$ cat src/rtl/rgb_sched_pkg.sv
// Shared types for the RGB update scheduler: FSM states, colour struct,
// channel indices and the {R,B,G} word unpacker.
package rgb_sched_pkg;

    typedef enum logic [1:0] {
        IDLE  = 2'd0,
        GRANT = 2'd1,
        HOLD  = 2'd2
    } sched_state_e;

    typedef struct packed {
        logic [7:0] r;
        logic [7:0] b;
        logic [7:0] g;
    } colour_t;

    localparam logic CH_VIDEO = 1'b0;
    localparam logic CH_HOST  = 1'b1;

    // Colour words arrive as {R[23:16], B[15:8], G[7:0]}
    function automatic colour_t unpack_rgb(input logic [23:0] word);
        colour_t c;
        c.r = word[23:16];
        c.b = word[15:8];
        c.g = word[7:0];
        return c;
    endfunction

endpackage

$ cat src/rtl/rgb_frame_sampler.sv
// Video-side requester: detects the sample pixel once per frame, divides by
// FRAME_DIV and holds the latest captured colour with pending/overflow flags.
module rgb_frame_sampler #(
    parameter int unsigned SAMPLE_X  = 640,
    parameter int unsigned SAMPLE_Y  = 360,
    parameter int unsigned FRAME_DIV = 120
) (
    input  logic        clk_i,
    input  logic        rst_ni,
    input  logic [10:0] set_x_i,
    input  logic [9:0]  set_y_i,
    input  logic [23:0] rgb_data_i,
    input  logic        ch0_clr_i,
    output logic        ch0_pend_o,
    output logic [23:0] ch0_rgb_o,
    output logic        sample_ovf_o
);

    localparam logic [10:0] MATCH_X  = 11'(SAMPLE_X);
    localparam logic [9:0]  MATCH_Y  = 10'(SAMPLE_Y);
    localparam logic [7:0]  CNT_LAST = 8'(FRAME_DIV - 1);

    logic        match_q, match_prev_q;
    logic [7:0]  cnt_q, cnt_d;
    logic [23:0] buf_q, buf_d;
    logic        pend_q, pend_d;
    logic        ovf_q, ovf_d;

    // A capture on the same edge as the grant clear wins, and is not an overflow
    always_comb begin
        cnt_d  = cnt_q;
        buf_d  = buf_q;
        pend_d = pend_q;
        ovf_d  = ovf_q;
        if (ch0_clr_i) begin
            pend_d = 1'b0;
        end
        if (match_q && !match_prev_q) begin
            if (cnt_q == CNT_LAST) begin
                cnt_d  = 8'd0;
                buf_d  = rgb_data_i;
                pend_d = 1'b1;
                if (pend_q && !ch0_clr_i) begin
                    ovf_d = 1'b1;
                end
            end else begin
                cnt_d = cnt_q + 8'd1;
            end
        end
    end

    always_ff @(posedge clk_i or negedge rst_ni) begin
        if (!rst_ni) begin
            match_q      <= 1'b0;
            match_prev_q <= 1'b0;
            cnt_q        <= 8'd0;
            buf_q        <= 24'd0;
            pend_q       <= 1'b0;
            ovf_q        <= 1'b0;
        end else begin
            match_q      <= (set_x_i == MATCH_X) && (set_y_i == MATCH_Y);
            match_prev_q <= match_q;
            cnt_q        <= cnt_d;
            buf_q        <= buf_d;
            pend_q       <= pend_d;
            ovf_q        <= ovf_d;
        end
    end

    assign ch0_pend_o   = pend_q;
    assign ch0_rgb_o    = buf_q;
    assign sample_ovf_o = ovf_q;

endmodule

$ cat src/rtl/rgb_update_scheduler.sv
// Arbitrates video samples and host writes into the SK6805 colour registers,
// spacing updates by HOLDOFF cycles. Optional dimming: RGB_SCHED_DIM_EN.
module rgb_update_scheduler
    import rgb_sched_pkg::*;
#(
    parameter int unsigned SAMPLE_X  = 640,
    parameter int unsigned SAMPLE_Y  = 360,
    parameter int unsigned FRAME_DIV = 120,
    parameter int unsigned HOLDOFF   = 3000
) (
    input  logic        clk_10MHz,
    input  logic        i_rst,
    input  logic [10:0] set_x,
    input  logic [9:0]  set_y,
    input  logic [23:0] rgb_data,
    input  logic        host_req,
    input  logic        host_led,
    input  logic [23:0] host_rgb,
`ifdef RGB_SCHED_DIM_EN
    input  logic [2:0]  dim_shift,
`endif
    output logic        host_ack,
    output logic [7:0]  R_In1,
    output logic [7:0]  G_In1,
    output logic [7:0]  B_In1,
    output logic [7:0]  R_In2,
    output logic [7:0]  G_In2,
    output logic [7:0]  B_In2,
    output logic        upd_pulse,
    output logic        sample_ovf
);

    localparam logic [15:0] HOLD_INIT = 16'(HOLDOFF - 1);

    sched_state_e state_q, state_d;
    logic         winner_q, winner_d;
    logic         rr_q, rr_d;
    logic [15:0]  hold_q, hold_d;
    colour_t      led1_q, led1_d, led2_q, led2_d;
    logic         ack_q, ack_d, upd_q, upd_d;
    logic         ch0_pend, ch0_clr;
    logic [23:0]  ch0_rgb;
    colour_t      src_col, new_col;

    rgb_frame_sampler #(
        .SAMPLE_X (SAMPLE_X),
        .SAMPLE_Y (SAMPLE_Y),
        .FRAME_DIV(FRAME_DIV)
    ) u_sampler (
        .clk_i       (clk_10MHz),
        .rst_ni      (i_rst),
        .set_x_i     (set_x),
        .set_y_i     (set_y),
        .rgb_data_i  (rgb_data),
        .ch0_clr_i   (ch0_clr),
        .ch0_pend_o  (ch0_pend),
        .ch0_rgb_o   (ch0_rgb),
        .sample_ovf_o(sample_ovf)
    );

    assign src_col = (winner_q == CH_HOST) ? unpack_rgb(host_rgb) : unpack_rgb(ch0_rgb);

`ifdef RGB_SCHED_DIM_EN
    assign new_col.r = src_col.r >> dim_shift;
    assign new_col.b = src_col.b >> dim_shift;
    assign new_col.g = src_col.g >> dim_shift;
`else
    assign new_col = src_col;
`endif

    // HOLD exits one cycle early so IDLE's arbitration cycle completes the hold-off
    always_comb begin
        state_d  = state_q;
        winner_d = winner_q;
        rr_d     = rr_q;
        hold_d   = hold_q;
        led1_d   = led1_q;
        led2_d   = led2_q;
        ack_d    = 1'b0;
        upd_d    = 1'b0;
        ch0_clr  = 1'b0;
        case (state_q)
            IDLE: begin
                if (ch0_pend && host_req) begin
                    winner_d = rr_q;
                    state_d  = GRANT;
                end else if (ch0_pend) begin
                    winner_d = CH_VIDEO;
                    state_d  = GRANT;
                end else if (host_req) begin
                    winner_d = CH_HOST;
                    state_d  = GRANT;
                end
            end
            GRANT: begin
                if (winner_q == CH_HOST && !host_req) begin
                    state_d = IDLE;
                end else begin
                    if (winner_q == CH_VIDEO || !host_led) begin
                        led1_d = new_col;
                    end else begin
                        led2_d = new_col;
                    end
                    upd_d   = 1'b1;
                    ack_d   = (winner_q == CH_HOST);
                    ch0_clr = (winner_q == CH_VIDEO);
                    rr_d    = ~winner_q;
                    hold_d  = HOLD_INIT;
                    state_d = HOLD;
                end
            end
            HOLD: begin
                if (hold_q <= 16'd1) begin
                    state_d = IDLE;
                end else begin
                    hold_d = hold_q - 16'd1;
                end
            end
            default: state_d = IDLE;
        endcase
    end

    always_ff @(posedge clk_10MHz or negedge i_rst) begin
        if (!i_rst) begin
            state_q  <= IDLE;
            winner_q <= CH_VIDEO;
            rr_q     <= CH_VIDEO;
            hold_q   <= 16'd0;
            led1_q   <= '0;
            led2_q   <= '0;
            ack_q    <= 1'b0;
            upd_q    <= 1'b0;
        end else begin
            state_q  <= state_d;
            winner_q <= winner_d;
            rr_q     <= rr_d;
            hold_q   <= hold_d;
            led1_q   <= led1_d;
            led2_q   <= led2_d;
            ack_q    <= ack_d;
            upd_q    <= upd_d;
        end
    end

    assign host_ack  = ack_q;
    assign upd_pulse = upd_q;
    assign R_In1     = led1_q.r;
    assign G_In1     = led1_q.g;
    assign B_In1     = led1_q.b;
    assign R_In2     = led2_q.r;
    assign G_In2     = led2_q.g;
    assign B_In2     = led2_q.b;

endmodule

$ cat config.mk
export PLATFORM = sky130hd
export DESIGN_NAME = rgb_update_scheduler
export DESIGN_NICKNAME = d
export VERILOG_FILES = /design/src/rtl/rgb_sched_pkg.sv /design/src/rtl/rgb_frame_sampler.sv /design/src/rtl/rgb_update_scheduler.sv
export SDC_FILE = /design/constraint.sdc
export NUM_CORES = 1
export LEC_CHECK = 0
export CAP_MARGIN = 15
export CORE_UTILIZATION = 48
export DETAILED_ROUTE_END_ITERATION = 8
export PLACE_DENSITY = 0.85
export SLEW_MARGIN = 20
export SYNTH_ARGS = -nofsm -noshare
export SYNTH_HDL_FRONTEND = slang
export SYNTH_SLANG_ARGS = --single-unit
$ cat constraint.sdc
create_clock -name clk_10MHz -period 3 [get_ports clk_10MHz]
set_clock_uncertainty 0.2 [all_clocks]
set_input_delay 0.3 -clock clk_10MHz [delete_from_list [all_inputs] [get_ports clk_10MHz]]
set_output_delay 0.3 -clock clk_10MHz [all_outputs]
set_load 0.005 [all_outputs]
==> impl_metrics.ini, run 1 <==
[status]
outcome = completed

[synth]
netlist_area_um2 = 4527
yosysSeqAreaShare_pct = 58.60
syn_inst = 403
syn_avg_cell_area_um2 = 11.23
synthFlopType = dfrtp_1
synth_cell_types = 43
yosysWarnings = 0
ys_top_cells_by_count = 106 x dfrtp_1, 43 x nor2_1, 35 x o21ai_0
synth_seq_cells = 106
synth_most_common_cell = dfrtp_1
async_flop_share_pct = 100.0
synth_top_area_cell = dfrtp_1
ys_top_cells_by_area = dfrtp_1 59%, mux2i_1 7.1%, mux2_2 6.2%
synth_top_area_share_pct = 58.60
synth_edf_count = 0
synth_nets = 479

[timing]
setup_viol = 0
maxSlewViolCount = 0
max_slew_margin_pct = 54.01
period_share_pct = 82.24
hold_violations = 0
rsz0062_at_grt = false
finalCriticalPeriod_ps = 2467
worstMarginPinSlew_ps = 689.8
max_freq_mhz = 405.3
fin_setup_tns_ps = 0

[global_routing]
grt-ovfl-total = 0
grt_pass1_vias = 3475
grtUsageTotal_pct = 21.87
antenna_found_initial = 0
grt_max_degree = 57
grt_pass1_wl_mm = 16.60

[power_and_ir_drop]
finalPower_mw = 2.395
leakagePower_nw = 2.595
peakVddDrop_uv = 249.6
clkPwrFrac_pct = 34.9
p_sw_mw = 0.5567
internal_power_mw = 1.838
p_sw_share_pct = 23.24
pwr_density_cell_nw_per_um2 = 393.2
p_seq_share_pct = 59.6
combPwrFrac_pct = 5.5

[clock_tree]
cts_buffers = 9
cts.sinks = 106
clockBufferDepth = 2
cts_resized = 0
clkTransAtPathRegs_ps = 100
cts-root-buf = clkbuf_8
clk_latency_ps = 370
ctsHtreeMaxLevel = 3
cts_tree = built

[drt]
drt-wirelength-per-cell_um = 15.85
final_antenna_net_count = 0
routed_wl_mm = 10.18
drc = 0
drtIter0Drc = 112
firstDrtPassIters = 4
vias = 3501
vias_per_cell = 5.453

[cells_and_area]
nNetsFinal = 602
fin_area_um2 = 6091
layout-drive-gt1-share_pct = 10.92
diodes = 0
syn_to_final_growth_pct = 34.55
fillers = 720
stdcell_count = 642

[worst_setup_path]
worstSetupEndpointType = flip-flop
required_ps = 3090
critPathLaunchType = flip-flop
crit_fanout = 11
path_class = flip-flop to flip-flop
worstPathArrival_ps = 2560

[floorplan]
dieArea_um2 = 9823
die_width_um = 99.11
pin_count = 124
core_area_um2 = 9196
num_rows = 35
start_util_pct = 49.22
die_h_um = 99.11

[job]
max_cap_viol_count = 0

[hold_path]
hold_path_class = flip-flop to flip-flop

[placed_design]
io_buffers = 123
dp.cells = 625
gp_congestion = 0.8090
placed_area_um2 = 5897
dpl.hpwl_mm = 7.136
## area by class of cell
type | instances | area (um2) | share of cell area [%]
clock buffers | 10 | 127.6 | 2.095
clock inverters | 6 | 56.30 | 0.9244
inverters | 6 | 22.52 | 0.3698
multi-input cells | 270 | 1785 | 29.31
flip-flops and latches | 106 | 2654 | 43.57
well taps | 111 | 138.9 | 2.280
repair buffers | 133 | 1306 | 21.45
## worst paths after layout
| check | from | end | slack [ps] | cells past startpoint |
|---|---|---|---|---|
| hold / removal | u_sampler.match_q | u_sampler.match_prev_q | 180 | 0 |
| setup / recovery | hold_q[12] | hold_q[1] | 530 | 4 |
| min in group asynchronous | i_rst | hold_q[8] | 300 | 2 |
| setup reg to reg | hold_q[12] | hold_q[1] | 530 | 4 |
| hold reg to reg | u_sampler.match_q | u_sampler.match_prev_q | 180 | 0 |
| max in group asynchronous | i_rst | B_In2[4] | 1500 | 3 |
## state kept, by name, indices dropped and copies added (netlist names)
register / cells
u_sampler.ch0_pend_o: 1
u_sampler.match_prev_q: 1
u_sampler.sample_ovf_o: 1
rr_q: 1
G_In2: 8
winner_q: 1
B_In1: 8
u_sampler.ch0_rgb_o: 24
state_q: 2
u_sampler.cnt_q: 8
G_In1: 8
R_In1: 8
B_In2: 8
u_sampler.match_q: 1
host_ack: 1
hold_q: 16
upd_pulse: 1
R_In2: 8
## stage by stage
stage / setup slack, ps / util, % / hold WS [ps]
after floorplan: 781.6 / - / -195.6
after global placement: 691.6 / 64.12 / 155.6
after detailed placement: 590.8 / 64.12 / 156.2
after CTS: 553.8 / 66.23 / 179.6
after global routing: 392.2 / 66.23 / 207.8
final: 532.9 / 66.23 / 176.6
## cell usage in the layout, fill, tap and decap left out, types with 2 or more instances in the layout
master / netlist / routed
nor4_1: 3 / 3
mux2i_1: 32 / 32
o41ai_1: 2 / 2
a21oi_1: 29 / 28
o21ai_1: 2 / 2
o21ai_0: 35 / 35
nor2b_1: 4 / 4
inv_6: 0 / 3
nor3_1: 6 / 6
or4b_1: 2 / 2
or4_1: 4 / 4
xor2_1: 4 / 4
buf_4: 0 / 10
o21bai_1: 2 / 2
nand4_1: 6 / 6
o21a_1: 2 / 2
mux2_2: 25 / 25
nand3b_1: 2 / 2
dfrtp_1: 106 / 105
nand2b_1: 4 / 4
inv_1: 6 / 6
o31ai_1: 4 / 4
nor2_1: 43 / 43
nand3_1: 2 / 2
nand2_1: 32 / 32
xnor2_1: 2 / 2
nor4b_1: 4 / 3
ha_1: 3 / 3
inv_8: 0 / 2
or3_1: 3 / 3
clkbuf_8: 0 / 9
clkdlybuf4s50_1: 0 / 122
## power groups by stage
stage	clock network [mW]	registers [mW]	logic [mW]
after floorplan	0	1.46	0.00485
after global placement	0	1.46	0.131
after detailed placement	0	1.46	0.133
after CTS	0.859	1.43	0.135
after global routing	0.910	1.43	0.144
final	0.836	1.43	0.132
## metal layers
| layer | GRT usage [%] | up-vias | wire [um] |
|---|---|---|---|
| li1 | - | 1670 | - |
| met4 | 8.371 | 0 | 213 |
| met3 | 5.271 | 15 | 504 |
| met5 | 0 | - | 0 |
| met1 | 27.02 | 1693 | 4272 |
| met2 | 37.44 | 123 | 5186 |
## worst max-delay path: stages (launching register included)
cell and delay (ps):
dfrtp_1 440, or4_1 630, or3_1 550, o21ai_1 360
mux2i_1 220
## repair_timing
item / in CTS / in global routing
hold buffers: 1 / 0
endpoints found under the hold margin: 53 / 0
buffers inserted: 0 / 0
## cell families after synthesis
kind of cell	Yosys count	synth area share, %
XOR/XNOR	6	1.161
flip-flops	106	58.60
adder cells (fa/ha/maj)	3	0.8293
AND/OR/NAND/NOR	122	13.68
buffers and inverters	27	2.349
AO/OA/AOI/OAI	82	10.09
multiplexers	57	13.29
Note: power is estimated with default switching activity, not from simulation.
==> run 2: changes to the inputs <==
CORE_UTILIZATION = 43   (was 48)
PLACE_DENSITY = 0.8   (was 0.85)
clock period = 2.1 ns   (was 3 ns; I/O delays follow)
==> impl_metrics.ini, run 2 (synthesis gave the netlist of run 1 again) <==
[cells_and_area]
diodes = 0
syn_to_final_growth_pct = 45.44
layout_common_cells = 122 x clkdlybuf4s50_1, 104 x dfrtp_1, 43 x nor2_1
layout-drive-gt1-share_pct = 19.79
stdcell_count = 702
layout.cells.most_common = clkdlybuf4s50_1
largest_reg_flops = 24
nNetsFinal = 637
fin_util_pct = 64.06

[timing]
period_share_pct = 102.6
finalCriticalPeriod_ps = 2155
rsz0062_at_grt = true
max_slew_margin_pct = 72.76
max_freq_mhz = 464.1
hold_violations = 0
worstMarginPinSlew_ps = 408.2
setup_viol = 5
maxSlewViolCount = 0
setup_slack_ps = -54.71

[clock_tree]
clkTransAtPathRegs_ps = 110
cts.sinks = 106
cts_tree = built
clk_latency_ps = 370
cts_buffers = 9
ctsHtreeMaxLevel = 3
cts-root-buf = clkbuf_8
clockBufferDepth = 2

[global_routing]
grt_pass1_wl_mm = 17.96
grt_pass1_vias = 3702
antenna_found_initial = 0
grtUsageTotal_pct = 20.69
grt_max_degree = 49
grt-ovfl-total = 0

[placed_design]
dpl.hpwl_mm = 7.599
io_buffers = 123
dp.cells = 670
gp_congestion = 0.8119
pre_cts_slack_ps = -182.6

[floorplan]
core_area_um2 = 10280
num_rows = 37
start_util_pct = 44.05
pin_count = 124
die_h_um = 104.6
dieArea_um2 = 10940
die_width_um = 104.6

[worst_setup_path]
r2r_cells = 4
r2r_slack_ps = -50
rr_startpoint = hold_q[5]
crit_fanout = 3
worstSetupEndpointType = flip-flop
required_ps = 2190
worstPathArrival_ps = 2250
r2r_end = hold_q[9]
critPathLaunchType = flip-flop
path_class = flip-flop to flip-flop

[drt]
drc = 0
final_antenna_net_count = 0
drt-wirelength-per-cell_um = 15.81
vias = 3668
drtIter0Drc = 129
vias_per_cell = 5.225
firstDrtPassIters = 4
routed_wl_mm = 11.10

[hold_path]
hold_path_class = input pin to async pin

[job]
max_cap_viol_count = 0

[power_and_ir_drop]
leakagePower_nw = 2.810
peakVddDrop_uv = 359.3
pwr_density_cell_nw_per_um2 = 539.2

[status]
violations = negative setup slack
outcome = finished, violations left
==> run 2: changes by cell type in the layout (fill, tap and decap cells not counted), sizes merged <==
cell,change
clkbuf,-1
clkinv,+1
clkinvlp,-1
or3,+1
bufinv,+1
buf,+34
==> run 2: area by class of cell <==
type	count	area, um2
Fill cell	802	3694
Sequential cell	106	2655
Multi-Input combinational cell	271	1908
Timing Repair Buffer	167	1623
Tap cell	136	170.2
Clock buffer	9	123.9
Clock inverter	7	81.33
Inverter	6	22.52
==> run 2: worst max-delay path: stages (launching register included) <==
cell and delay [ps]:
dfrtp_1 400, or4_4 550, or3_4 340, or4_1 410
o211ai_1 190
==> run 2: timing repair <==
action | CTS | global route
setup endpoints to repair | 13 | 39
setup buffers | 0 | 13
endpoints found under the hold margin | 106 | 0
gates resized for setup | 5 | 30
pin swaps | 1 | 13
gates cloned | 0 | 2
hold buffers | 1 | 0
==> run 2: metrics by stage <==
step / power [mW] / TNS (ps) / hold WS (ps) / cell area (um2)
floorplan: 2.087 / -873.1 / -285.6 / 4534
global placement: 2.267 / -640.4 / -63.66 / 6128
detailed placement: 2.272 / -1396 / -60.37 / 6128
CTS: 3.587 / -288.2 / 94.22 / 6360
global route: 3.678 / -1951 / 100.2 / 6584
finish: 3.550 / -146.8 / 83.99 / 6584
==> run 2: per-layer routing <==
metal	routed length, um	global-route usage [%]	vias to the layer above
li1	-	-	1747
met4	293	8.048	0
met5	0	0	-
met3	452	4.055	25
met2	5581	34.86	104
met1	4769	26.35	1792
==> run 2: how the worst max path moves through the flow <==
stage                           from         to  slack, ps
final                      hold_q[5]  hold_q[9]        -50
after global routing      hold_q[11]  hold_q[2]       -140
after CTS                  hold_q[3]  hold_q[9]        -80
after detailed placement  hold_q[12]  hold_q[1]       -180
after global placement    hold_q[12]  hold_q[1]       -110
after floorplan            hold_q[5]  hold_q[9]       -110
==> run 2: where the power goes <==
part	total [mW]	internal, mW	switching, mW
registers	2.04	2.04	0.000000635
clock network	1.32	0.576	0.744
logic	0.191	0.128	0.0631
total	3.55	2.74	0.807
==> run 3: changes to the inputs <==
RECOVER_POWER = 25   (was not set)
==> impl_metrics.ini, run 3 (synthesis gave the netlist of run 1 again) <==
[cells_and_area]
layout-drive-gt1-share_pct = 19.61
multi_input_area_um2 = 1908
largest_reg_flops = 24
layout.cells.most_common = clkdlybuf4s50_1
regArea_um2 = 2655
diodes = 0
fillers = 806
syn_to_final_growth_pct = 45.02
layout_common_cells = 122 x clkdlybuf4s50_1, 104 x dfrtp_1, 43 x nor2_1
stdcell_count = 702
fin_util_pct = 63.88
fin_area_um2 = 6565
nNetsFinal = 637

[clock_tree]
ctsHtreeMaxLevel = 3
cts.sinks = 106
cts_buffers = 9
clockBufferDepth = 2
cts_tree = built
clk_latency_ps = 370
clkTransAtPathRegs_ps = 110
cts-root-buf = clkbuf_8

[timing]
setup_viol = 5
fin_setup_tns_ps = -149.5
hold_violations = 0
maxSlewViolCount = 0
max_slew_margin_pct = 29.68
max_freq_mhz = 460.2
period_share_pct = 103.5
setup_slack_ps = -73.17
finalCriticalPeriod_ps = 2173
worstMarginPinSlew_ps = 1055
rsz0062_at_grt = true

[worst_setup_path]
slowest_delay_ps = 550
critPathLaunchType = flip-flop
required_ps = 2190
worstPathArrival_ps = 2260
critPathSlowestCell = or4_4
crit_fanout = 3
path_class = flip-flop to flip-flop
crit_chain = or4_4, or3_4, or4_1, o211ai_1
r2r_slack_ps = -70
worstSetupEndpointType = flip-flop

[global_routing]
grt_pass1_wl_mm = 17.96
grt-ovfl-total = 0
antenna_found_initial = 0
grtUsageTotal_pct = 20.69
grt_max_degree = 49
grt_pass1_vias = 3702

[floorplan]
num_rows = 37
pin_count = 124
core_area_um2 = 10280
die_h_um = 104.6
dieArea_um2 = 10940
die_width_um = 104.6
start_util_pct = 44.05

[power_and_ir_drop]
p_seq_share_pct = 57.6
peakVddDrop_uv = 358.8
internal_power_mw = 2.739
leakagePower_nw = 2.801
p_sw_share_pct = 22.64
p_sw_mw = 0.8015
pwr_density_cell_nw_per_um2 = 539.3
finalPower_mw = 3.541
combPwrFrac_pct = 5.3
clkPwrFrac_pct = 37.1

[status]
outcome = finished, violations left
violations = negative setup slack

[placed_design]
dpl.hpwl_mm = 7.599
gp_congestion = 0.8119
placed_area_um2 = 6128
dp.cells = 670
io_buffers = 123

[drt]
drc = 0
final_antenna_net_count = 0
routed_wl_mm = 11.09
firstDrtPassIters = 4
vias = 3680
vias_per_cell = 5.242
drtIter0Drc = 129
drt-wirelength-per-cell_um = 15.80

[hold_path]
hold_path_class = input pin to async pin

[job]
max_cap_viol_count = 0
run 3: final cells by class:
class	count	area share, %
Sequential cell	106	40.44
Multi-Input combinational cell	271	29.06
Timing Repair Buffer	167	24.43
Tap cell	136	2.592
Clock buffer	9	1.887
Clock inverter	7	1.239
Inverter	6	0.3431
run 3: path summary, 6_finish.rpt:
path | start | end | cells after the start
hold / removal | i_rst | G_In2[3] | 2
hold reg to reg | u_sampler.match_q | u_sampler.match_prev_q | 0
min in group clk_10MHz | set_y[7] | u_sampler.match_q | 2
max in group asynchronous | i_rst | R_In2[0] | 3
setup reg to reg | hold_q[5] | hold_q[9] | 4
setup / recovery | hold_q[5] | hold_q[9] | 4
run 3: worst max-delay path, delay by kind of cell (launching register included):
family | cells | cell delay, ps
flops | 1 | 400
simple gates | 3 | 1300
compound gates | 1 | 200
run 3: power by group through the flow:
| stage | registers [mW] | logic [mW] | clock network (mW) |
|---|---|---|---|
| global route | 2.04 | 0.204 | 1.43 |
| finish | 2.04 | 0.186 | 1.31 |
| CTS | 2.04 | 0.194 | 1.35 |
| detailed placement | 2.08 | 0.192 | 0 |
| global placement | 2.08 | 0.188 | 0 |
| floorplan | 2.08 | 0.00692 | 0 |
run 3: metal layers:
layer / global-route usage [%] / vias to the layer above / part of all wire [%] / wire length (um)
li1: - / 1744 / - / -
met1: 26.35 / 1807 / 43 / 4757
met2: 34.86 / 107 / 50 / 5591
met3: 4.055 / 22 / 4.1 / 459
met4: 8.048 / 0 / 2.6 / 284
met5: 0 / - / 0 / 0
run 3: stage by stage:
step	hold WS, ps	setup WS [ps]
after detailed placement	-60.37	-182.6
final	77.38	-73.17
after global routing	91.31	-136.0
after global placement	-63.66	-112.2
after floorplan	-285.6	-106.0
after CTS	94.22	-75.33
run 3: timing repair:
item | 4_1_cts | 5_1_grt
hold endpoints to repair | 106 | 0
setup buffers | 0 | 13
gates resized for setup | 5 | 30
pin swaps | 1 | 13
endpoints found under the setup margin | 13 | 39
cloned | 0 | 2
hold buffers | 1 | 0
